### config.mk
export PLATFORM = sky130hd
export DESIGN_NAME = gray_count_seq
export DESIGN_NICKNAME = d
export VERILOG_FILES = /design/src/rtl/gray_pkg.sv /design/src/rtl/gray_to_bin.sv /design/src/rtl/gray_count_seq.sv
export SDC_FILE = /design/constraint.sdc
export NUM_CORES = 1
export LEC_CHECK = 0
export ABC_CLOCK_PERIOD_IN_PS = 3250
export BUFFER_PORTS_ARGS = -buffer_cell sky130_fd_sc_hd__buf_2
export CAP_MARGIN = 20
export CORE_UTILIZATION = 50
export DETAILED_ROUTE_END_ITERATION = 8
export PLACE_DENSITY = 0.79
export SETUP_SLACK_MARGIN = 0.4
export SKIP_LAST_GASP = 1
export SLEW_MARGIN = 20
export SYNTH_ARGS = -nofsm -noshare
export SYNTH_HDL_FRONTEND = slang
export SYNTH_SLANG_ARGS = --single-unit
export TNS_END_PERCENT = 30
### constraint.sdc
create_clock -name clk -period 3.25 [get_ports clk]
set_input_delay 0.1625 -clock clk [delete_from_list [all_inputs] [get_ports clk]]
set_output_delay 0.1625 -clock clk [all_outputs]
set_load 0.05 [all_outputs]
### src/rtl/gray_pkg.sv
// Shared types and Gray/binary conversion helpers for the Gray count sequencer.
// Conversion functions work on a 32-bit container; callers truncate to their width.
package gray_pkg;

    typedef logic [1:0] state_t;

    localparam state_t IDLE = 2'd0;
    localparam state_t RUN  = 2'd1;
    localparam state_t DONE = 2'd2;

    localparam int unsigned CONV_W = 32;

    function automatic logic [CONV_W-1:0] bin2gray(input logic [CONV_W-1:0] b);
        return b ^ (b >> 1);
    endfunction

    function automatic logic [CONV_W-1:0] gray2bin(input logic [CONV_W-1:0] g);
        logic [CONV_W-1:0] b;
        b = '0;
        for (int i = 0; i < CONV_W; i++) begin
            b[i] = ^(g >> i);
        end
        return b;
    endfunction

endpackage

### src/rtl/gray_to_bin.sv
// WIDTH-bit Gray-to-binary converter: each binary bit is the XOR of all Gray bits
// at or above its position.
module gray_to_bin #(
    parameter int unsigned WIDTH = 4
) (
    input  logic [WIDTH-1:0] gray,
    output logic [WIDTH-1:0] bin
);

    always_comb begin
        bin = '0;
        for (int i = 0; i < WIDTH; i++) begin
            bin[i] = ^(gray >> i);
        end
    end

endmodule

### src/rtl/gray_count_seq.sv
// Gray-code up/down count sequencer with start/stop/load control, presenting each
// code word and its binary value over a valid/ready handshake.
module gray_count_seq
    import gray_pkg::*;
#(
    parameter int unsigned WIDTH     = 4,
    parameter int unsigned MAX_COUNT = 2**WIDTH - 1,
    parameter bit          WRAP      = 1'b0
) (
    input  logic             clk,
    input  logic             rst_n,
    input  logic             start,
    input  logic             stop,
    input  logic             dir,
    input  logic             load,
    input  logic [WIDTH-1:0] load_val,
    input  logic             out_ready,
    output logic             out_valid,
    output logic [WIDTH-1:0] gray_o,
    output logic [WIDTH-1:0] bin_o,
    output logic             busy,
    output logic             done
);

    localparam logic [WIDTH-1:0] MAX_V = WIDTH'(MAX_COUNT);

    state_t           state_q, state_d;
    logic [WIDTH-1:0] gray_q, gray_d;
    logic [WIDTH-1:0] bin;
    logic [WIDTH-1:0] next_bin;
    logic [WIDTH-1:0] load_clamped;
    logic             accept;
    logic             at_term;

    gray_to_bin #(
        .WIDTH (WIDTH)
    ) u_gray_to_bin (
        .gray (gray_q),
        .bin  (bin)
    );

    assign accept       = (state_q == RUN) && out_ready;
    assign at_term      = dir ? (bin == MAX_V) : (bin == '0);
    assign load_clamped = (load_val > MAX_V) ? MAX_V : load_val;

    // Terminal steps only matter when wrapping; otherwise the count is held.
    always_comb begin
        if (at_term) begin
            next_bin = dir ? '0 : MAX_V;
        end else begin
            next_bin = dir ? bin + 1'b1 : bin - 1'b1;
        end
    end

    always_comb begin
        state_d = state_q;
        gray_d  = gray_q;
        case (state_q)
            IDLE: begin
                if (load) begin
                    gray_d = WIDTH'(bin2gray(CONV_W'(load_clamped)));
                end
                if (start) begin
                    state_d = RUN;
                end
            end
            RUN: begin
                if (accept && !(at_term && !WRAP)) begin
                    gray_d = WIDTH'(bin2gray(CONV_W'(next_bin)));
                end
                // An abort wins over entering DONE on the same cycle.
                if (stop) begin
                    state_d = IDLE;
                end else if (accept && at_term && !WRAP) begin
                    state_d = DONE;
                end
            end
            DONE:    state_d = IDLE;
            default: state_d = IDLE;
        endcase
    end

    always_ff @(posedge clk or negedge rst_n) begin
        if (!rst_n) begin
            state_q <= IDLE;
            gray_q  <= '0;
        end else begin
            state_q <= state_d;
            gray_q  <= gray_d;
        end
    end

    assign gray_o    = gray_q;
    assign bin_o     = bin;
    assign out_valid = (state_q == RUN);
    assign busy      = (state_q == RUN);
    assign done      = (state_q == DONE);

endmodule

# Word-level counts from Yosys, hierarchy flattened
# Index checks and enable logic that the tools add are counted.
[word_totals] register_bits=6 latch_bits=0 ram_bits=0 rom_bits=0 in_bits=11 out_inout_bits=11 word_cells=39 mem_count=0
[op_classes] addsub=2 mul=0 div_mod_pow=0 magnitude_cmp=1 eq_ne=7 n_shift=0 muxes=12 bitwise=2 n_reduce_logical=13
[ops] operator="$mux 4" count=6
[ops] operator="$reduce_xor 4->1" count=4
[ops] operator="$pmux 4 s2" count=1
[ops] operator="$xor 4x3->4" count=2
[ops] operator="$mux 2" count=3
[ops] operator="$add 4x1->4 const B" count=1
[ops] operator="$eq 4x4->1 const B" count=1
[ops] operator="$gt 4x4->1 const B" count=1
[ops] operator="$logic_not 4->1" count=1
[ops] operator="$ne 2x2->1 const B" count=2
[ops] operator="$pmux 2 s2" count=1
[ops] operator="$sub 4x1->4 const B" count=1
[ops] operator="$logic_and 1x1->1" count=3
[ops] operator="$ne 3x2->1 const B" count=1
[ops] operator="$reduce_and 3->1" count=1
[ops] operator="$eq 2x1->1 const B" count=1
[ops] operator="$eq 2x2->1 const B" count=1
[ops] operator="$logic_not 2->1" count=1
[ops] operator="$ne 2x1->1 const B" count=1
[ops] operator="$reduce_and 2->1" count=1
[ops] operator="$reduce_bool 2->1" count=1
[ops] operator="$logic_not 1->1" count=1
[ops] operator="$mux 1" count=1

# Depth between registers and ports, before layout
# Gate-level depths: netlist of run 1.
[depth] depth_word=7 mapped_depth=11 mapped_depth_nobuf=11

# By module
# From an unflattened synthesis of run 1, not the netlist that was laid out.
[hier_totals] hier_cells=66 hier_area_um2=588.1
[by_module_without_submodules] module="gray_count_seq" n_inst=1 cells_per_inst=61 area_each_um2=538.0 seq_area_each_um2=150.1
[by_module_without_submodules] module="gray_to_bin" n_inst=1 cells_per_inst=5 area_each_um2=50.0 seq_area_each_um2=0.0

# Worst setup path after synthesis of run 1
# No wires, ideal clock.
[synth_timing] path_type="reg-to-reg" start="register gray_q[3] (netlist: gray_o[3])" end="register gray_q[2] (netlist: gray_o[2])" setup_time_ns=0.082 t_arrival_ns=4.215 t_required_ns=3.168 setup_slack_ns=-1.047 path_stages_with_launch=12 n_path_buf=0 period_less_slack_ns=4.297 path_cell_list="dfrtp_1 > inv_1 > ha_1 > xnor2_1 > xnor2_1 > inv_1 > fa_1 > xnor2_1 > a31oi_1 > nor2_1 > a2111o_1 > a31oi_1"
[synth_between] elab_chain_len=7 elab_cells_between_ends=18 classes_between="add/sub (2); eq/ne (2); mux (5); bitwise (1); reduce/logical (8)"
[synth_rtl] item="start, declared" line_no="gray_count_seq.sv:28" text="logic [WIDTH-1:0] gray_q, gray_d;"
[synth_rtl] item="start signal, assigned" line_no="gray_count_seq.sv:89" text="gray_q <= gray_d;"
[synth_rtl] item="$reduce_xor 4->1 (*)" line_no="gray_to_bin.sv:13" text="bin[i] = ^(gray >> i);"
[synth_rtl] item="net bin_o[2]" line_no="gray_count_seq.sv:20" text="output logic [WIDTH-1:0] bin_o,"
[synth_rtl] item="$sub 4x1->4 (tied with other cells)" line_no="gray_count_seq.sv:51" text="next_bin = dir ? bin + 1'b1 : bin - 1'b1;"
[synth_rtl] item="$mux 4 / $mux 1 (equally long branches)" line_no="gray_count_seq.sv:51, gray_count_seq.sv:43"
[synth_rtl] item="$mux 4 / $logic_not 1->1 (equally long branches)" line_no="gray_count_seq.sv:48, gray_count_seq.sv:68"
[synth_rtl] item="$xor 4x3->4 / $logic_and 1x1->1 (equally long branches)" line_no="gray_pkg.sv:14, gray_count_seq.sv:68"
[synth_rtl] item="$mux 4 / $ne 2x1->1 (equally long branches)"
[synth_rtl] item="$pmux 4 s2 / $reduce_and 3->1 (equally long branches)"
# The timed path passes the listed nets; every way through them passes the cells marked *. The select of a mux whose other input is x is not followed.
# A chain may end at the register's enable or synchronous reset.

# Worst setup path after layout of run 1
[layout_timing] start="register gray_q[3] (netlist: gray_o[3])" end="register gray_q[2] (netlist: gray_o[2])"
[layout_between] elab_chain_len=7 elab_cells_between_ends=18 classes_between="add/sub (2); eq/ne (2); mux (5); bitwise (1); reduce/logical (8)"
[layout_rtl] item="$reduce_xor 4->1" line_no="gray_to_bin.sv:13"
[layout_rtl] item="$sub 4x1->4 (tied with other cells)" line_no="gray_count_seq.sv:51"
[layout_rtl] item="$mux 4 / $mux 1 (equally long branches)" line_no="gray_count_seq.sv:51, gray_count_seq.sv:43"
[layout_rtl] item="$mux 4 / $logic_not 1->1 (equally long branches)" line_no="gray_count_seq.sv:48, gray_count_seq.sv:68"
[layout_rtl] item="$xor 4x3->4 / $logic_and 1x1->1 (equally long branches)" line_no="gray_pkg.sv:14, gray_count_seq.sv:68"
[layout_rtl] item="$mux 4 / $ne 2x1->1 (equally long branches)"
[layout_rtl] item="$pmux 4 s2 / $reduce_and 3->1 (equally long branches)"
# Parallel ways exist; a longest one is shown, timed or not. The select of a mux whose other input is x is not followed.

==> results.sh, run 1 <==
export IMPL_synth_distinct_cells=36
export IMPL_hold_viol=0
export IMPL_hold_depth=2
export IMPL_slowest_delay_ns=0.53
export IMPL_multiInputGateArea_um2=578
export IMPL_rr_startpoint="gray_o[3]"
export IMPL_startpoint_type="register"
export IMPL_synth_cells=84
export IMPL_drc=0
export IMPL_core_rowCount=13
export IMPL_worst_pin_slew_ns=0.480
export IMPL_path_cells="inv_2 -> ha_4 -> xnor2_4 -> xnor2_4 -> inv_2 -> fa_2 -> xnor2_2 -> a31oi_1 -> nor2_1 -> a2111o_1 -> a31oi_1"
export IMPL_fillers=112
export IMPL_fin_crit_sh=0.848
export IMPL_io_pins=22
export IMPL_cts_sinks=6
export IMPL_post_route_worst_setup_slack_ns=0.493
export IMPL_whs_endpoint="state_q[1]"
export IMPL_synth_area_um2=723
export IMPL_die_area_um2=1600
export IMPL_core_area_um2=1320
export IMPL_place_ws_ns=0.528
export IMPL_clock_fmax_mhz=363
export IMPL_worstReg2RegEnd="gray_o[2]"
export IMPL_regArea_um2=155
export IMPL_cts_tree="built"
export IMPL_r2r_slack_ns=0.49
export IMPL_drt_iter0_drc=14
export IMPL_postRouteWirelength_um=1530
export IMPL_relSlewSlack=0.680
export IMPL_antenna_found_initial=0
export IMPL_drt_antenna_violating_nets=0
export IMPL_syn_to_final_growth_pct=26.1
export IMPL_cp_slowest_cell="dfrtp_4"
export IMPL_vias=675
export IMPL_cts_root_buf="clkbuf_4"
export IMPL_ys_warn_count=0
export IMPL_drive_above_1_share=0.404
export IMPL_cts_buffer_depth=2
export IMPL_setup_tns_ns=0
export IMPL_fp_dieH_um=40.0
export IMPL_final_cell_mix="buf_2 (21), a21oi_1 (8), nand2_1 (5)"
export IMPL_cts_buffers=3
export IMPL_grt_pass1_wl_um=2140
export IMPL_grt_pass1_vias=496
export IMPL_dieWidth_um=40.0
export IMPL_post_drt_wl_per_cell_um=12.9
export IMPL_routed_via_density=5.67
export IMPL_cp_arrival_ns=2.92
export IMPL_worstHoldStart="stop"
export IMPL_cp_end_kind="register"
export IMPL_clk_latency_ns=0.25
export IMPL_cts_resized=0
export IMPL_drv_cap=0
export IMPL_grt_max_degree=13
export IMPL_syn_nets=100
export IMPL_status="complete, no violations"
export IMPL_crit_type="register to register"
export IMPL_io_buffers=21
export IMPL_syn_area_per_cell_um2=8.61
export IMPL_crit_fanout=9
export IMPL_hp_class="input port to register"
export IMPL_start_util=0.549
export IMPL_period_minus_slack_ns=2.76
export IMPL_clk_pin_slew_ns=0.05
export IMPL_layout_cells_most_common="buf_2"
export IMPL_reg2reg_depth=11
export IMPL_skew_ns=0.00474
export IMPL_gp_congestion=0.870
export IMPL_grt_overflow_total=0
export IMPL_hpwl_um=1260
export IMPL_yosysSeqAreaShare=0.208
export IMPL_dr_pass1_iters=4
export IMPL_final_max_slew_viol_count=0
export IMPL_diodes=0
export IMPL_nets=122
export IMPL_required_ns=3.41
export IMPL_track_usage=0.205
export IMPL_htree_num_levels=1
export IMPL_ys_seq_elements=6
export IMPL_rsz0062_at_grt="no"
export IMPL_cts_setup_buffers=0
export IMPL_final_setup_viol_count=0
==> worst max-delay path, delay by kind of cell (launching register included) <==
family / cells / cell delay, ns
AOI/OAI and AO/OA: 3 / 0.63
DFF: 1 / 0.53
and+or+nand+nor: 1 / 0.07
xor gates and xnor gates: 3 / 0.60
adders and majority gates: 2 / 0.63
buffers and inverters: 2 / 0.20
==> metrics by stage <==
stage           util  hold slack, ns  std cells  instance area, µm²
4_1_cts        0.692          0.0889        119                 912
5_1_grt        0.692          0.0933        119                 912
3_5_place_dp   0.668         -0.0104        115                 880
6_report       0.692          0.0921        119                 912
2_1_floorplan      -          -0.133         84                 800
3_3_place_gp   0.668        -0.00967        115                 880
==> cells by family after synthesis <==
family / after synthesis / share of synthesized area
adder cells (fa/ha/maj): 5 / 0.0969
flip-flops: 6 / 0.208
buffers and inverters: 11 / 0.0917
AND/OR/NAND/NOR: 25 / 0.192
AO/OA/AOI/OAI: 24 / 0.223
multiplexers: 4 / 0.0588
XOR/XNOR: 9 / 0.130
==> repair_timing <==
action	CTS	global route
endpoints found under the hold margin	6	0
hold buffers	1	0
setup endpoints to repair	0	0
==> layer usage <==
| layer | track usage | wire length, µm | vias to the layer above |
|---|---|---|---|
| met2 | 0.339 | 737 | 23 |
| met4 | 0 | 0 | 0 |
| met5 | 0 | 0 | - |
| li1 | - | - | 343 |
| met3 | 0.0667 | 81 | 0 |
| met1 | 0.277 | 716 | 309 |
==> state kept, by name (all words and copies together) (netlist names) <==
register  count
gray_o        4
state_q       2
==> synth_stat cells <==
| cell type | n | area share |
|---|---|---|
| o21ai_0 | 3 | 0.021 |
| nand3_1 | 3 | 0.021 |
| nor2b_1 | 2 | 0.017 |
| and2b_2 | 2 | 0.024 |
| nor2_1 | 4 | 0.021 |
| clkbuf_1 | 1 | 0.0052 |
| and3_1 | 1 | 0.0087 |
| nor3_1 | 1 | 0.0069 |
| or3_1 | 1 | 0.0087 |
| a211oi_1 | 2 | 0.021 |
| mux2_2 | 2 | 0.031 |
| a21oi_1 | 8 | 0.055 |
| ha_1 | 4 | 0.069 |
| clkbuf_8 | 1 | 0.019 |
| nand2b_1 | 2 | 0.017 |
| o221ai_1 | 1 | 0.012 |
| mux2i_1 | 2 | 0.028 |
| dfrtp_1 | 6 | 0.21 |
| fa_1 | 1 | 0.028 |
| nand3b_1 | 3 | 0.031 |
| inv_1 | 5 | 0.026 |
| clkdlybuf4s15_2 | 1 | 0.016 |
| o21a_1 | 1 | 0.010 |
| o211a_1 | 1 | 0.014 |
| xor2_1 | 1 | 0.012 |
| xnor2_1 | 6 | 0.073 |
| a21o_1 | 1 | 0.010 |
| a31oi_1 | 4 | 0.035 |
| nand2_1 | 5 | 0.026 |
| o22ai_2 | 1 | 0.017 |
| buf_4 | 2 | 0.021 |
| o31a_1 | 1 | 0.012 |
| xnor2_2 | 2 | 0.045 |
| nor3b_1 | 1 | 0.010 |
| inv_2 | 1 | 0.0052 |
| a2111o_1 | 1 | 0.016 |
==> worst max-delay path by stage <==
stage	slack (ns)	startpoint	to	cells past startpoint
after floorplan	0.24	gray_o[2]	gray_o[2]	11
after CTS	0.50	gray_o[3]	gray_o[2]	11
after global placement	0.60	gray_o[3]	gray_o[2]	11
after global routing	0.41	gray_o[3]	gray_o[2]	11
after detailed placement	0.53	gray_o[3]	gray_o[2]	11
final	0.49	gray_o[3]	gray_o[2]	11
==> final cells by class <==
class	instances	share of cell area
tap	15	0.0206
inverter	6	0.0247
clock buffer	3	0.0247
timing repair buffer	22	0.126
multi-input combinational	67	0.634
sequential	6	0.170
Power of run 1 is left out: the tool's default activity adds up to more than one toggle a clock period on the data nets, which glitch-free logic cannot reach.
==> run 2: changes to the inputs <==
ABC_AREA = 1   (was default)
ABC_CLOCK_PERIOD_IN_PS = 2300   (was 3250)
CORE_UTILIZATION = 45   (was 50)
PLACE_DENSITY = 0.75   (was 0.79)
clock period = 2.3 ns   (was 3.25 ns; I/O delays follow)
==> results.sh, run 2 <==
export IMPL_synth_commonest_cells="nand2_1 (25), inv_1 (13), nor2_1 (7)"
export IMPL_cts_root_buf="clkbuf_4"
export IMPL_drive_above_1_share=0.473
export IMPL_nets=146
export IMPL_postPlaceCellArea_um2=857
export IMPL_clk_pin_slew_ns=0.05
export IMPL_synth_top_family_by_area="simple AND/OR/NAND/NOR gates"
export IMPL_fp_dieH_um=42.0
export IMPL_io_pins=22
export IMPL_cp_slowest_cell="dfrtp_2"
export IMPL_routed_via_density=5.10
export IMPL_clock_fmax_mhz=475
export IMPL_synth_most_common_cell="nand2_1"
export IMPL_synth_xor_area_share=0.0487
export IMPL_hpwl_um=1310
export IMPL_start_util=0.478
export IMPL_period_minus_slack_ns=2.11
export IMPL_ys_seq_elements=6
export IMPL_crit_family="adder cells"
export IMPL_startpoint="gray_o[2]"
export IMPL_cp_depth=14
export IMPL_crit_type="register to register"
export IMPL_skew_ns=0.00229
export IMPL_path_buf_inv=3
export IMPL_final_max_slew_viol_count=0
export IMPL_grt_max_degree=10
export IMPL_post_drt_wl_per_cell_um=11.8
export IMPL_layout_cells_most_common="nand2_1"
export IMPL_drt_iter0_drc=19
export IMPL_synth_cells=99
export IMPL_drc=0
export IMPL_diodes=0
export IMPL_syn_to_final_growth_pct=33.6
export IMPL_fin_cells=145
export IMPL_synthTopCellsByArea="dfrtp_1 (21%), nand2_1 (13%), ha_1 (7.0%), inv_1 (6.8%), nand2_4 (6.3%)"
export IMPL_design_area_um2=961
export IMPL_grt_pass1_wl_um=2750
export IMPL_synth_distinct_cells=29
export IMPL_htree_num_levels=1
export IMPL_clk_latency_ns=0.25
export IMPL_status="complete, no violations"
export IMPL_cp_arrival_ns=2.28
export IMPL_synth_top_area_frac=0.209
export IMPL_core_rowCount=14
export IMPL_final_setup_viol_count=0
export IMPL_rsz0062_at_grt="yes"
export IMPL_hp_class="input port to register"
export IMPL_synthArstFlopShare=1.00
export IMPL_worst_pin_slew_ns=0.370
export IMPL_cts_buffer_depth=2
export IMPL_grt_overflow_total=0
export IMPL_cp_common_cell="nand2_1"
export IMPL_slowest_delay_ns=0.40
export IMPL_cts_tree="built"
export IMPL_synth_area_um2=719
export IMPL_postRouteWirelength_um=1700
export IMPL_gp_congestion=0.829
export IMPL_yosysSeqAreaShare=0.209
export IMPL_dr_pass1_iters=4
export IMPL_vias=739
export IMPL_synth_edf_count=0
export IMPL_drv_cap=0
export IMPL_r2r_slack_ns=0.19
export IMPL_drt_antenna_violating_nets=0
export IMPL_crit_fanout=3
export IMPL_grt_pass1_vias=636
export IMPL_required_ns=2.47
export IMPL_cts_buffers=3
export IMPL_synth_flop_cell="dfrtp_1"
export IMPL_path_cells="inv_2 -> ha_4 -> inv_2 -> nand2_2 -> nand3_2 -> nand2_4 -> fa_2 -> xor2_2 -> nand2_1 -> nand2_1 -> inv_1 -> nand2_1 -> nand3_2 -> a21oi_2"
export IMPL_final_cell_mix="nand2_1 (22), buf_2 (21), inv_1 (12), nor2_1 (7)"
export IMPL_reg2reg_depth=14
export IMPL_hold_viol=0
export IMPL_core_area_um2=1510
export IMPL_setup_tns_ns=0
export IMPL_cp_end_kind="register"
export IMPL_io_buffers=21
export IMPL_synth_top_area_cell="dfrtp_1"
export IMPL_synthMuxAreaShare=0
export IMPL_relSlewSlack=0.753
export IMPL_startpoint_type="register"
export IMPL_syn_area_per_cell_um2=7.27
export IMPL_synthAdderAreaFrac=0.0974
export IMPL_setup_worst_path_end="gray_o[2]"
export IMPL_largest_reg_flops=4
export IMPL_track_usage=0.209
export IMPL_die_area_um2=1760
export IMPL_syn_nets=115
export IMPL_rr_startpoint="gray_o[2]"
export IMPL_antenna_found_initial=0
export IMPL_cts_sinks=6
export IMPL_dieWidth_um=42.0
export IMPL_synth_compound_area_frac=0.127
export IMPL_dp_cells=134
export IMPL_ys_warn_count=0
export IMPL_fin_crit_sh=0.915
export IMPL_worstReg2RegEnd="gray_o[2]"
export IMPL_synthSimpleGateAreaFrac=0.405
## run 2: changes by cell type in the layout (fill, tap and decap cells not counted), sizes merged, moves of 5 or more
| cell | delta |
|---|---|
| nand3 | +5 |
| inv | +11 |
| nor2 | +5 |
| buf | +6 |
| xnor2 | -8 |
| nand2 | +27 |
| a21oi | -5 |
## run 2: worst min-delay path by stage
stage	start	endpoint	slack [ns]	cells past startpoint
after floorplan	rst_n	gray_o[0]	-0.18	0
after global placement	rst_n	state_q[1]	-0.06	1
after detailed placement	rst_n	state_q[0]	-0.06	1
after CTS	start	state_q[0]	0.08	3
after global routing	start	state_q[0]	0.09	3
final	start	state_q[0]	0.09	3
## run 2: per-stage QoR
step	util	worst slack, ns	hold slack [ns]
2_1_floorplan	-	-0.102	-0.181
5_1_grt	0.638	0.0786	0.0922
6_report	0.638	0.195	0.0876
4_1_cts	0.623	0.202	0.0796
3_3_place_gp	0.569	0.180	-0.0563
3_5_place_dp	0.569	0.0996	-0.0560
## run 2: cell families (layout without fill, tap and decap cells)
| group | count (synthesis) | in the layout |
|---|---|---|
| and+or+nand+nor | 52 | 52 |
| buffers and inverters | 19 | 49 |
| xor gates and xnor gates | 4 | 4 |
| AOI/OAI and AO/OA | 13 | 13 |
| adders and majority gates | 5 | 5 |
| DFF | 6 | 6 |
## run 2: worst register-to-register path, cell delays in order (launching register included)
cell,delay (ns)
dfrtp_2,0.40
inv_2,0.10
ha_4,0.22
inv_2,0.06
nand2_2,0.07
nand3_2,0.10
nand2_4,0.06
fa_2,0.38
xor2_2,0.17
nand2_1,0.07
nand2_1,0.09
inv_1,0.04
nand2_1,0.06
nand3_2,0.08
a21oi_2,0.14
## run 2: final cells by class
cell class	instances	area [µm²]
multi-input combinational	74	536
clock buffer	4	26.3
timing repair buffer	28	160
sequential	6	153
inverter	17	66.3
fill	140	546
tap	16	20.0
## run 2: what timing repair did
action	4_1_cts	5_1_grt
endpoints found under the setup margin	3	5
cloned	0	0
pin swaps	8	2
gates resized for setup	2	2
endpoints found under the hold margin	6	0
buffers inserted	5	1
hold buffers	1	0
## run 2: layer usage
metal,part of all wire,wire length (µm),GRT usage
met2,0.51,865,0.331
met5,0,0,0
met4,0.013,22,0.0839
met3,0.045,77,0.0690
met1,0.43,738,0.260
Power of run 2 is left out for the same reason.
